## config.mk

```make
export PLATFORM = sky130hd
export DESIGN_NAME = vram_arbiter
export DESIGN_NICKNAME = d
export VERILOG_FILES = /design/src/rtl/vram_arbiter.sv
export SDC_FILE = /design/constraint.sdc
export NUM_CORES = 1
export LEC_CHECK = 0
export ABC_AREA = 1
export BUFFER_PORTS_ARGS = -buffer_cell sky130_fd_sc_hd__buf_4
export CAP_MARGIN = 20
export CORE_UTILIZATION = 32
export CTS_BUF_LIST = sky130_fd_sc_hd__clkbuf_4 sky130_fd_sc_hd__clkbuf_8
export CTS_CLUSTER_SIZE = 12
export DETAILED_ROUTE_END_ITERATION = 7
export GPL_TIMING_DRIVEN = 0
export MAX_ROUTING_LAYER = met4
export PLACE_DENSITY = 0.79
export SLEW_MARGIN = 20
export SYNTH_ARGS = -nofsm -noshare
export SYNTH_HDL_FRONTEND = slang
export SYNTH_SLANG_ARGS = --single-unit
```

## constraint.sdc

```tcl
create_clock -name clk -period 1.4 [get_ports clk]
set_input_delay 0.28 -clock clk [delete_from_list [all_inputs] [get_ports clk]]
set_output_delay 0.28 -clock clk [all_outputs]
set_load 0.05 [all_outputs]
```

## src/rtl/vram_arbiter.sv

```systemverilog
// Single-port VRAM arbiter shared by video scan-out and the CPU.
// Handshake: a requester holds req with stable addr/data until ack; every
// cycle with req=1 and ack=1 is exactly one transaction, so holding req after
// ack starts a new one. Read data returns RD_LATENCY cycles after the ack and
// is flagged by the owner's rvalid.
// Video normally wins. The CPU is guaranteed a slot once it has watched
// STARVE_LIMIT consecutive video grants while waiting.
module vram_arbiter #(
  parameter int ADDR_W       = 16,
  parameter int DATA_W       = 16,
  parameter int RD_LATENCY   = 2,
  parameter int STARVE_LIMIT = 7
) (
  input  logic              clk,
  input  logic              reset,
  input  logic              vid_req,
  input  logic [ADDR_W-1:0] vid_addr,
  output logic              vid_ack,
  output logic              vid_rvalid,
  output logic [DATA_W-1:0] vid_rdata,
  input  logic              cpu_req,
  input  logic              cpu_we,
  input  logic [ADDR_W-1:0] cpu_addr,
  input  logic [DATA_W-1:0] cpu_wdata,
  output logic              cpu_ack,
  output logic              cpu_rvalid,
  output logic [DATA_W-1:0] cpu_rdata,
  output logic              ram_en,
  output logic              ram_we,
  output logic [ADDR_W-1:0] ram_addr,
  output logic [DATA_W-1:0] ram_wdata,
  input  logic [DATA_W-1:0] ram_rdata,
  output logic              cpu_forced
);

  localparam logic [7:0] LIMIT = 8'(STARVE_LIMIT);

  // Starvation counter and the forced-grant flag.
  logic [7:0] starve_q, starve_d;
  logic       forced_q, forced_d;

  // Read-tracking pipeline: stage 0 is loaded on the ack cycle, so the last
  // stage lines up with ram_rdata. own = 1 marks a CPU read.
  logic [RD_LATENCY-1:0] vld_q, vld_d;
  logic [RD_LATENCY-1:0] own_q, own_d;

  logic force_cpu;
  logic vid_gnt;
  logic cpu_gnt;
  logic rd_issue;

  // Grant decision: nothing is granted while reset is held.
  always_comb begin
    force_cpu = vid_req & cpu_req & (starve_q == LIMIT);
    vid_gnt   = ~reset & vid_req & ~force_cpu;
    cpu_gnt   = ~reset & cpu_req & (~vid_req | force_cpu);
    rd_issue  = vid_gnt | (cpu_gnt & ~cpu_we);
  end

  // Next-state for the starvation counter and the forced-grant pulse.
  always_comb begin
    starve_d = starve_q;
    forced_d = cpu_gnt & force_cpu;
    if (cpu_gnt || !cpu_req) begin
      starve_d = '0;
    end else if (vid_gnt && (starve_q != LIMIT)) begin
      starve_d = starve_q + 8'd1;
    end
  end

  // Next-state for the read-tracking shift register.
  always_comb begin
    vld_d    = '0;
    own_d    = '0;
    vld_d[0] = rd_issue;
    own_d[0] = cpu_gnt;
    for (int i = 1; i < RD_LATENCY; i++) begin
      vld_d[i] = vld_q[i-1];
      own_d[i] = own_q[i-1];
    end
  end

  // State registers; reset discards every read in flight.
  always_ff @(posedge clk) begin
    if (reset) begin
      starve_q <= '0;
      forced_q <= 1'b0;
      vld_q    <= '0;
      own_q    <= '0;
    end else begin
      starve_q <= starve_d;
      forced_q <= forced_d;
      vld_q    <= vld_d;
      own_q    <= own_d;
    end
  end

  // RAM strobes and response routing.
  always_comb begin
    vid_ack    = vid_gnt;
    cpu_ack    = cpu_gnt;
    ram_en     = vid_gnt | cpu_gnt;
    ram_we     = cpu_gnt & cpu_we;
    ram_addr   = vid_gnt ? vid_addr : cpu_addr;
    ram_wdata  = cpu_wdata;
    vid_rdata  = ram_rdata;
    cpu_rdata  = ram_rdata;
    vid_rvalid = ~reset & vld_q[RD_LATENCY-1] & ~own_q[RD_LATENCY-1];
    cpu_rvalid = ~reset & vld_q[RD_LATENCY-1] &  own_q[RD_LATENCY-1];
    cpu_forced = forced_q;
  end

endmodule

```

==> flow_summary.html, run 1 <==
<table>
<tr><th>Metric</th><th>Value</th></tr>
<tr><th colspan="2">Yosys</th></tr>
<tr><td>Number of storage elements in the synthesis netlist</td><td>13</td></tr>
<tr><td>Cell taking the most area after synthesis</td><td>sky130_fd_sc_hd__buf_4</td></tr>
<tr><td>Synthesized netlist net count</td><td>255</td></tr>
<tr><td>Share of the yosys chip area belonging to registers</td><td>20.23%</td></tr>
<tr><td>Dominant cells by area after synthesis</td><td>sky130_fd_sc_hd__buf_4 28%, sky130_fd_sc_hd__dfxtp_1 20%, sky130_fd_sc_hd__nand2_1 13%, sky130_fd_sc_hd__nand2_4 8.8%, sky130_fd_sc_hd__nor2_1 6.4%</td></tr>
<tr><td>Area fraction of the dominant cell type after synthesis</td><td>28.02%</td></tr>
<tr><td>Synth Flop Type</td><td>sky130_fd_sc_hd__dfxtp_1</td></tr>
<tr><td>Post-synthesis async set-or-reset flop share</td><td>0%</td></tr>
<tr><td>Number of enable-type register cells in the synthesized netlist</td><td>0</td></tr>
<tr><td>Post-Synthesis Mean Instance Area</td><td>6.953 sq um</td></tr>
<tr><td>Most repeated cell in the gate-level netlist after synthesis</td><td>sky130_fd_sc_hd__buf_4</td></tr>
<tr><td>Combined area of all synthesized cells</td><td>0.001286 sq mm</td></tr>
<tr><td>Yosys synthesis warning count</td><td>0</td></tr>
<tr><td>Leading cell types by count after synthesis</td><td>48 x sky130_fd_sc_hd__buf_4, 45 x sky130_fd_sc_hd__nand2_1, 22 x sky130_fd_sc_hd__nor2_1, 13 x sky130_fd_sc_hd__dfxtp_1, 12 x sky130_fd_sc_hd__inv_1</td></tr>
<tr><td>Cell count after synthesis</td><td>185</td></tr>
<tr><td>Unique cell type count in the Yosys netlist</td><td>22</td></tr>
<tr><th colspan="2">Worst setup path</th></tr>
<tr><td>Cell repeated most along the worst path</td><td>sky130_fd_sc_hd__nand2_8</td></tr>
<tr><td>Kind of end point of the critical path</td><td>primary output</td></tr>
<tr><td>Maximum cell stage delay along the critical path</td><td>0.34 ns</td></tr>
<tr><td>Category of the most critical setup path</td><td>reg2out</td></tr>
<tr><td>Kind of start point of the critical path</td><td>flop</td></tr>
<tr><td>Arrival time worst endpoint</td><td>between 1.5 and 2 ns</td></tr>
<tr><td>Critical path peak fanout</td><td>9</td></tr>
<tr><td>Library cell contributing the largest single delay on the critical path</td><td>sky130_fd_sc_hd__dfxtp_2</td></tr>
<tr><td>Sequence of cells on the critical path</td><td>ha_4 &gt; nand3_4 &gt; nor2_4 &gt; nand2_4 &gt; nand2_8 &gt; inv_8 &gt; clkbuf_16 &gt; nand2_8 &gt; nand2_8 &gt; buf_8</td></tr>
<tr><td>WP data required</td><td>1.12 ns</td></tr>
<tr><th colspan="2">STA</th></tr>
<tr><td>Period minus WS final</td><td>1.890 ns</td></tr>
<tr><td>Count of endpoints failing hold in the final timing report</td><td>0</td></tr>
<tr><td>Maximum frequency from static timing analysis</td><td>0.5290 GHz</td></tr>
<tr><td>Setup repair after global routing missed its margin</td><td>yes</td></tr>
<tr><td>Final number of setup-violating endpoints</td><td>19</td></tr>
<tr><td>Tcrit/Tclk final</td><td>135.0%</td></tr>
<tr><td>Slew headroom</td><td>between 80 and 90%</td></tr>
<tr><td>Number of max-slew violations in the final report</td><td>0</td></tr>
<tr><td>Pin slew with the least headroom to its limit</td><td>about 0.26 ns</td></tr>
<tr><td>Setup ws final</td><td>-0.4903 ns</td></tr>
<tr><td>Worst-case clock skew</td><td>0.003517 ns</td></tr>
<tr><th colspan="2">Final layout</th></tr>
<tr><td>Area added between synthesis and finish</td><td>109.6%</td></tr>
<tr><td>Count of nets after finishing</td><td>377</td></tr>
<tr><td>Layout cell share with drive strength beyond 1</td><td>74.51%</td></tr>
<tr><td>Summed area of non-filler cells in the final layout</td><td>0.002696 sq mm</td></tr>
<tr><td>Post-route insts no fill</td><td>354</td></tr>
<tr><td>Ant diodes</td><td>0</td></tr>
<tr><td>Filler cells</td><td>a little under 300</td></tr>
<tr><th colspan="2">Floorplan</th></tr>
<tr><td>Die Span Y</td><td>around 65 um</td></tr>
<tr><td># IOs</td><td>140</td></tr>
<tr><td>Cell row count</td><td>22</td></tr>
<tr><td>Area of the placeable core</td><td>0.003771 sq mm</td></tr>
<tr><td>Starting utilization of the core area</td><td>between 30% and 40%</td></tr>
<tr><td>Floorplan die area</td><td>0.004277 sq mm</td></tr>
<tr><td>Die width</td><td>65.40 um</td></tr>
<tr><th colspan="2">GRT</th></tr>
<tr><td>Initial antenna violation count</td><td>0</td></tr>
<tr><td>Largest net degree at the start of global routing</td><td>11</td></tr>
<tr><td>GRT overflow</td><td>0</td></tr>
<tr><td>Global routing usage summed across all routing layers</td><td>16.70%</td></tr>
<tr><td>Vias in the first global route</td><td>1340</td></tr>
<tr><td>Global-route wire length before repair</td><td>between 5000 and 6000 um</td></tr>
<tr><th colspan="2">Detailed routing</th></tr>
<tr><td>Vias after detailed routing</td><td>roughly 1500</td></tr>
<tr><td>Router iterations before antenna repair</td><td>4</td></tr>
<tr><td>Aggregate routed wire length</td><td>approximately 3800 um</td></tr>
<tr><td>DRC viols</td><td>0</td></tr>
<tr><td>Number of vias per cell</td><td>4.147</td></tr>
<tr><td>Routed Antenna Nets</td><td>0</td></tr>
<tr><td>Post-DR wirelength/cell</td><td>10.62 um</td></tr>
<tr><td>Drt first-iter violations</td><td>57</td></tr>
<tr><th colspan="2">Pwr</th></tr>
<tr><td>Power Internal</td><td>approximately 0.0010 W</td></tr>
<tr><td>Leakage dissipation</td><td>1.390 nW</td></tr>
<tr><td>Psw</td><td>0.0007876 W</td></tr>
<tr><td>Switch share</td><td>43.12%</td></tr>
<tr><td>Worst IR Drop VDD</td><td>0.3654 mV</td></tr>
<tr><td>Combinational group share of total power</td><td>59.7%</td></tr>
<tr><td>Flop pwr share</td><td>20.9%</td></tr>
<tr><td>Clock power frac</td><td>19.3%</td></tr>
<tr><td>Cell area power density</td><td>677.4 mW/mm^2</td></tr>
<tr><th colspan="2">Clock network</th></tr>
<tr><td>CTS tree</td><td>yes</td></tr>
<tr><td>Insertion delay to the later sink of the worst-skew pair</td><td>0.24 ns</td></tr>
<tr><td>Number of clock sinks seen by CTS</td><td>13</td></tr>
<tr><td>CTS buffer count</td><td>3</td></tr>
<tr><td>Root buf cell</td><td>sky130_fd_sc_hd__clkbuf_8</td></tr>
<tr><td>Longest Clk Path Bufs</td><td>2</td></tr>
<tr><td>CTS H-Tree Depth</td><td>1</td></tr>
<tr><td>Clock transition at the register clock pins on the worst setup and hold paths after CTS</td><td>0.06 ns</td></tr>
<tr><th colspan="2">Worst hold path</th></tr>
<tr><td>Hold/Removal Path Class</td><td>in2reg</td></tr>
<tr><th colspan="2">Placement</th></tr>
<tr><td>Minimum setup slack after placement</td><td>-0.3737 ns</td></tr>
<tr><td>Count of input and output buffers</td><td>107</td></tr>
<tr><td>Half-perimeter wire length after placement</td><td>2852 um</td></tr>
<tr><td>Cell Area, Placed</td><td>0.002396 sq mm</td></tr>
<tr><td>Gp weighted congestion</td><td>0.7331</td></tr>
<tr><td># placed instances</td><td>340</td></tr>
<tr><th colspan="2">Run status</th></tr>
<tr><td>Failing checks</td><td>setup timing</td></tr>
<tr><td>Run status</td><td>complete, but fails checks</td></tr>
<tr><th colspan="2">Flow run</th></tr>
<tr><td>Max-cap viol count</td><td>0</td></tr>
</table>
-- what timing repair did --
item	in CTS	in global routing
buffers inserted	6	4
gates resized for setup	39	9
hold buffers	0	0
pin swaps	3	6
setup endpoints to repair	19	19
endpoints found under the hold margin	0	0
cloned	0	1
-- final cells by class --
type                            count  area, sq um  share of cell area (%)
Inverter                           15        63.81                   2.367
Tap cell                           48        60.06                   2.227
Sequential cell                    13        264.0                   9.791
Timing Repair Buffer              117         1001                   37.12
Clock buffer                        4        48.80                   1.810
Buffer                             50        395.4                   14.66
Multi-Input combinational cell    107        863.3                   32.02
-- cell families after synthesis --
logic type	synth area share, %
and+or+nand+nor	39.88
buffers and inverters	35.21
DFF	20.23
AOI/OAI and AO/OA	2.335
xor gates and xnor gates	1.362
adders and majority gates	0.9726
-- path summary, 6_finish.rpt --
path,end,slack [ns],startpoint,cells past startpoint
max,ram_addr[1],-0.49,starve_q[1],10
min,own_q[1],0.23,reset,2
max reg2reg,starve_q[5],0.13,starve_q[1],7
min reg2reg,own_q[1],0.42,own_q[0],2
-- state kept, by name (all words and copies together) (netlist names) --
| signal | cells |
|---|---|
| cpu_forced | 1 |
| vld_q | 2 |
| own_q | 2 |
| starve_q | 8 |
-- through the flow --
step	total power [W]	setup TNS (ns)	util, %	hold WS, ns
6_report	0.001827	-8.098	71.50	0.2301
4_1_cts	0.001811	-8.615	69.51	0.2325
3_5_place_dp	0.001391	-4.809	63.54	0.3962
2_1_floorplan	0.001109	-1.468	-	0.3512
5_1_grt	0.001891	-9.347	71.50	0.2366
3_3_place_gp	0.001382	-4.544	63.54	0.3918
-- power by group through the flow --
stage / Combinational [W] / Sequential (W) / Clock (W)
after detailed placement: 0.00100 / 0.000391 / 0
after global placement: 0.000992 / 0.000391 / 0
after global routing: 0.00113 / 0.000383 / 0.000375
after floorplan: 0.000719 / 0.000390 / 0
after CTS: 0.00107 / 0.000383 / 0.000357
final: 0.00109 / 0.000383 / 0.000353
-- layout by cell type, fill, tap and decap left out, drive strengths merged, types with 2 or more instances in the layout --
master / Yosys / final
buf: 50 / 166
nand2: 67 / 67
nor2: 23 / 23
inv: 15 / 15
dfxtp: 13 / 13
nand3: 5 / 5
clkbuf: 0 / 5
o21ai: 4 / 4
xnor2: 2 / 2
a21oi: 2 / 2
-- layer usage --
layer	share of wire [%]	global-route usage (%)	wire length [um]	vias to the layer above
li1	-	-	-	753
met1	34	17.05	1288	645
met2	58	31.83	2184	65
met3	6.4	2.778	240	5
met4	1.3	5.707	47	0
met5	0	-	0	-
-- critical path, delay by kind of cell (launching register included) --
kind          cells  cell delay [ns]
fa+ha+maj         1             0.15
buf+inv           3             0.37
flops             1             0.34
simple gates      6             0.49
No activity file was read; power rests on OpenSTA's default activity.
==> inputs of run 2 (changes only) <==
Settings changed: CORE_UTILIZATION 32 to 31, CTS_BUF_LIST sky130_fd_sc_hd__clkbuf_4 sky130_fd_sc_hd__clkbuf_8 to default, CTS_CLUSTER_DIAMETER from default to 150, PLACE_DENSITY 0.79 to 0.76.
==> flow_summary.html, run 2 (same netlist as run 1, synthesis figures left out) <==
<table>
<tr><th>Metric</th><th>Value</th></tr>
<tr><th colspan="2">STA</th></tr>
<tr><td>Number of max-slew violations in the final report</td><td>0 (unchanged)</td></tr>
<tr><td>Final number of setup-violating endpoints</td><td>20 (+1)</td></tr>
<tr><td>Slew headroom</td><td>84.13% (+1.2 points)</td></tr>
<tr><td>Pin slew with the least headroom to its limit</td><td>0.2371 ns (-0.01862 ns)</td></tr>
<tr><td>Count of endpoints failing hold in the final timing report</td><td>0 (unchanged)</td></tr>
<tr><td>Period minus WS final</td><td>1.861 ns (-0.02914 ns)</td></tr>
<tr><td>Tcrit/Tclk final</td><td>132.9% (-2.1 points)</td></tr>
<tr><td>Setup repair after global routing missed its margin</td><td>yes</td></tr>
<tr><td>Setup ws final</td><td>-0.4612 ns (+0.02914 ns)</td></tr>
<tr><td>Maximum frequency from static timing analysis</td><td>0.5373 GHz (+1.6%)</td></tr>
<tr><td>Worst-case clock skew</td><td>0.003505 ns (-0.00001171 ns)</td></tr>
<tr><th colspan="2">Worst setup path</th></tr>
<tr><td>Category of the most critical setup path</td><td>reg2out</td></tr>
<tr><td>Critical path peak fanout</td><td>9 (unchanged)</td></tr>
<tr><td>Cell repeated most along the worst path</td><td>sky130_fd_sc_hd__nand2_8</td></tr>
<tr><td>Maximum cell stage delay along the critical path</td><td>0.35 ns (about the same)</td></tr>
<tr><td>Kind of start point of the critical path</td><td>flop</td></tr>
<tr><td>WP data required</td><td>1.12 ns (about the same)</td></tr>
<tr><td>Library cell contributing the largest single delay on the critical path</td><td>sky130_fd_sc_hd__dfxtp_2</td></tr>
<tr><td>Startpoint of the lowest-slack register-to-register path</td><td>starve_q[0]</td></tr>
<tr><td>Kind of end point of the critical path</td><td>primary output</td></tr>
<tr><td>Start point of the critical path</td><td>starve_q[0]</td></tr>
<tr><td>Arrival time worst endpoint</td><td>1.58 ns (-0.03 ns)</td></tr>
<tr><td>Sequence of cells on the critical path</td><td>ha_4 &gt; nand3_4 &gt; nor2_4 &gt; nand2_4 &gt; nand2_8 &gt; inv_8 &gt; buf_16 &gt; nand2_8 &gt; nand2_8 &gt; buf_12</td></tr>
<tr><th colspan="2">Placement</th></tr>
<tr><td>Minimum setup slack after placement</td><td>-0.3947 ns (-0.02103 ns)</td></tr>
<tr><td>Count of input and output buffers</td><td>107 (unchanged)</td></tr>
<tr><td>Gp weighted congestion</td><td>0.7569 (+3.2%)</td></tr>
<tr><td>Cell Area, Placed</td><td>0.002399 sq mm (+0.10%)</td></tr>
<tr><td>Half-perimeter wire length after placement</td><td>2958 um (+3.7%)</td></tr>
<tr><th colspan="2">Run status</th></tr>
<tr><td>Run status</td><td>complete, but fails checks</td></tr>
<tr><td>Failing checks</td><td>setup timing</td></tr>
<tr><th colspan="2">Floorplan</th></tr>
<tr><td>Die Span Y</td><td>66.42 um (+1.6%)</td></tr>
<tr><td>Cell row count</td><td>23 (+4.5%)</td></tr>
<tr><td>Floorplan die area</td><td>0.004411 sq mm (+3.1%)</td></tr>
<tr><td>Die width</td><td>66.42 um (+1.6%)</td></tr>
<tr><td>Area of the placeable core</td><td>0.004000 sq mm (+6.1%)</td></tr>
<tr><td># IOs</td><td>140 (unchanged)</td></tr>
<tr><td>Starting utilization of the core area</td><td>32.16% (-2.0 points)</td></tr>
<tr><th colspan="2">Worst hold path</th></tr>
<tr><td>Hold/Removal Path Class</td><td>in2reg</td></tr>
<tr><td>Start point of the worst hold path</td><td>reset</td></tr>
<tr><th colspan="2">Detailed routing</th></tr>
<tr><td>Number of vias per cell</td><td>4.157 (+0.25%)</td></tr>
<tr><td>Aggregate routed wire length</td><td>3693 um (-1.8%)</td></tr>
<tr><td>Router iterations before antenna repair</td><td>4 (unchanged)</td></tr>
<tr><td>Post-DR wirelength/cell</td><td>10.37 um (-2.3%)</td></tr>
<tr><td>Routed Antenna Nets</td><td>0 (unchanged)</td></tr>
<tr><td>DRC viols</td><td>0 (unchanged)</td></tr>
<tr><td>Drt first-iter violations</td><td>22 (-61%)</td></tr>
<tr><td>Vias after detailed routing</td><td>1480 (+0.82%)</td></tr>
<tr><th colspan="2">GRT</th></tr>
<tr><td>Global-route wire length before repair</td><td>5368 um (-1.3%)</td></tr>
<tr><td>Largest net degree at the start of global routing</td><td>11 (unchanged)</td></tr>
<tr><td>Initial antenna violation count</td><td>0 (unchanged)</td></tr>
<tr><td>Global routing usage summed across all routing layers</td><td>16.20% (-0.50 points)</td></tr>
<tr><td>GRT overflow</td><td>0 (unchanged)</td></tr>
<tr><td>Vias in the first global route</td><td>1329 (-0.82%)</td></tr>
<tr><th colspan="2">Final layout</th></tr>
<tr><td>Ant diodes</td><td>0 (unchanged)</td></tr>
<tr><td>Layout cell share with drive strength beyond 1</td><td>73.86% (-0.65 points)</td></tr>
<tr><td>Most frequent cells in the layout</td><td>142 x sky130_fd_sc_hd__buf_4, 26 x sky130_fd_sc_hd__nand2_1, 19 x sky130_fd_sc_hd__nor2_1, 17 x sky130_fd_sc_hd__nand2_8, 17 x sky130_fd_sc_hd__buf_8</td></tr>
<tr><td>Largest regs</td><td>starve_q: 8 flops, own_q: 2 flops, vld_q: 2 flops</td></tr>
<tr><td>Summed area of non-filler cells in the final layout</td><td>0.002779 sq mm (+3.1%)</td></tr>
<tr><td>Leading cell type in the layout, fill and taps excluded</td><td>sky130_fd_sc_hd__buf_4</td></tr>
<tr><td>Register name with the most flops</td><td>starve_q</td></tr>
<tr><td>Largest register FFs</td><td>8 (unchanged)</td></tr>
<tr><td>Utilization after layout</td><td>69.47% (-2.0 points)</td></tr>
<tr><td>Area added between synthesis and finish</td><td>116.1%</td></tr>
<tr><td>Count of nets after finishing</td><td>377 (unchanged)</td></tr>
<tr><td>Filler cells</td><td>313 (+6.8%)</td></tr>
<tr><th colspan="2">Clock network</th></tr>
<tr><td>Clock transition at the register clock pins on the worst setup and hold paths after CTS</td><td>0.06 ns (about the same)</td></tr>
<tr><td>Longest Clk Path Bufs</td><td>2 (unchanged)</td></tr>
<tr><td>CTS H-Tree Depth</td><td>1 (unchanged)</td></tr>
<tr><td>CTS buffer count</td><td>3 (unchanged)</td></tr>
<tr><td>Insertion delay to the later sink of the worst-skew pair</td><td>0.24 ns (about the same)</td></tr>
<tr><td>Root buf cell</td><td>sky130_fd_sc_hd__clkbuf_8</td></tr>
<tr><td>CTS tree</td><td>yes</td></tr>
<tr><td>Number of clock sinks seen by CTS</td><td>13 (unchanged)</td></tr>
<tr><th colspan="2">Pwr</th></tr>
<tr><td>Worst IR Drop VDD</td><td>0.3601 mV (-1.5%)</td></tr>
<tr><td>Leakage dissipation</td><td>1.397 nW (+0.49%)</td></tr>
<tr><td>Final total power</td><td>0.001841 W (+0.77%)</td></tr>
<tr><td>Cell area power density</td><td>662.4 mW/mm^2 (-2.2%)</td></tr>
<tr><th colspan="2">Flow run</th></tr>
<tr><td>Max-cap viol count</td><td>0 (unchanged)</td></tr>
</table>
-- run 2: path summary, 6_finish.rpt --
path	end	slack (ns)	cells after the start
setup / recovery	ram_addr[2]	-0.46	10
hold / removal	vld_q[1]	0.24	2
setup reg to reg	starve_q[5]	0	9
hold reg to reg	vld_q[1]	0.40	2
-- run 2: power by group --
group | internal (W) | total (W) | switching [W]
Combinational | 0.000463 | 0.00113 | 0.000663
Clock | 0.000201 | 0.000332 | 0.000132
Sequential | 0.000379 | 0.000383 | 0.00000383
-- run 2: layout make-up --
| class | count | area [sq um] | area share [%] |
|---|---|---|---|
| timing repair buffer | 117 | 1050 | 37.78 |
| multi-input combinational | 107 | 898.4 | 32.33 |
| buffer | 50 | 395.4 | 14.23 |
| sequential | 13 | 264.0 | 9.500 |
| inverter | 15 | 63.81 | 2.296 |
| tap | 50 | 62.56 | 2.251 |
| clock buffer | 4 | 45.04 | 1.621 |
-- run 2: critical path, delay by kind of cell (launching register included) --
family | cells | cell delay (ns)
AND/OR/NAND/NOR | 6 | 0.48
flip-flops | 1 | 0.35
buffers and inverters | 3 | 0.35
adder cells (fa/ha/maj) | 1 | 0.15
-- run 2: metal layers --
layer  vias to the layer above  GRT usage, %  wire length [um]
met5                         -             -                 0
met2                        77         30.74              2158
li1                        754             -                 -
met4                         0         5.585                44
met1                       645         16.80              1213
met3                         4         2.414               276
-- run 2: stage by stage --
step	hold slack, ns	setup TNS [ns]	cells
5_1_grt	0.2431	-9.843	356
3_5_place_dp	0.3962	-4.940	342
4_1_cts	0.2321	-9.067	352
3_3_place_gp	0.3921	-4.590	342
2_1_floorplan	0.3512	-1.468	185
6_report	0.2362	-8.020	356
-- run 2: what timing repair did --
| item | 4_1_cts | 5_1_grt |
|---|---|---|
| hold endpoints to repair | 0 | 0 |
| buffers inserted | 5 | 4 |
| resized for setup | 49 | 16 |
| pin swaps | 4 | 4 |
| endpoints found under the setup margin | 19 | 20 |
| gates cloned | 1 | 0 |
| hold buffers | 0 | 0 |
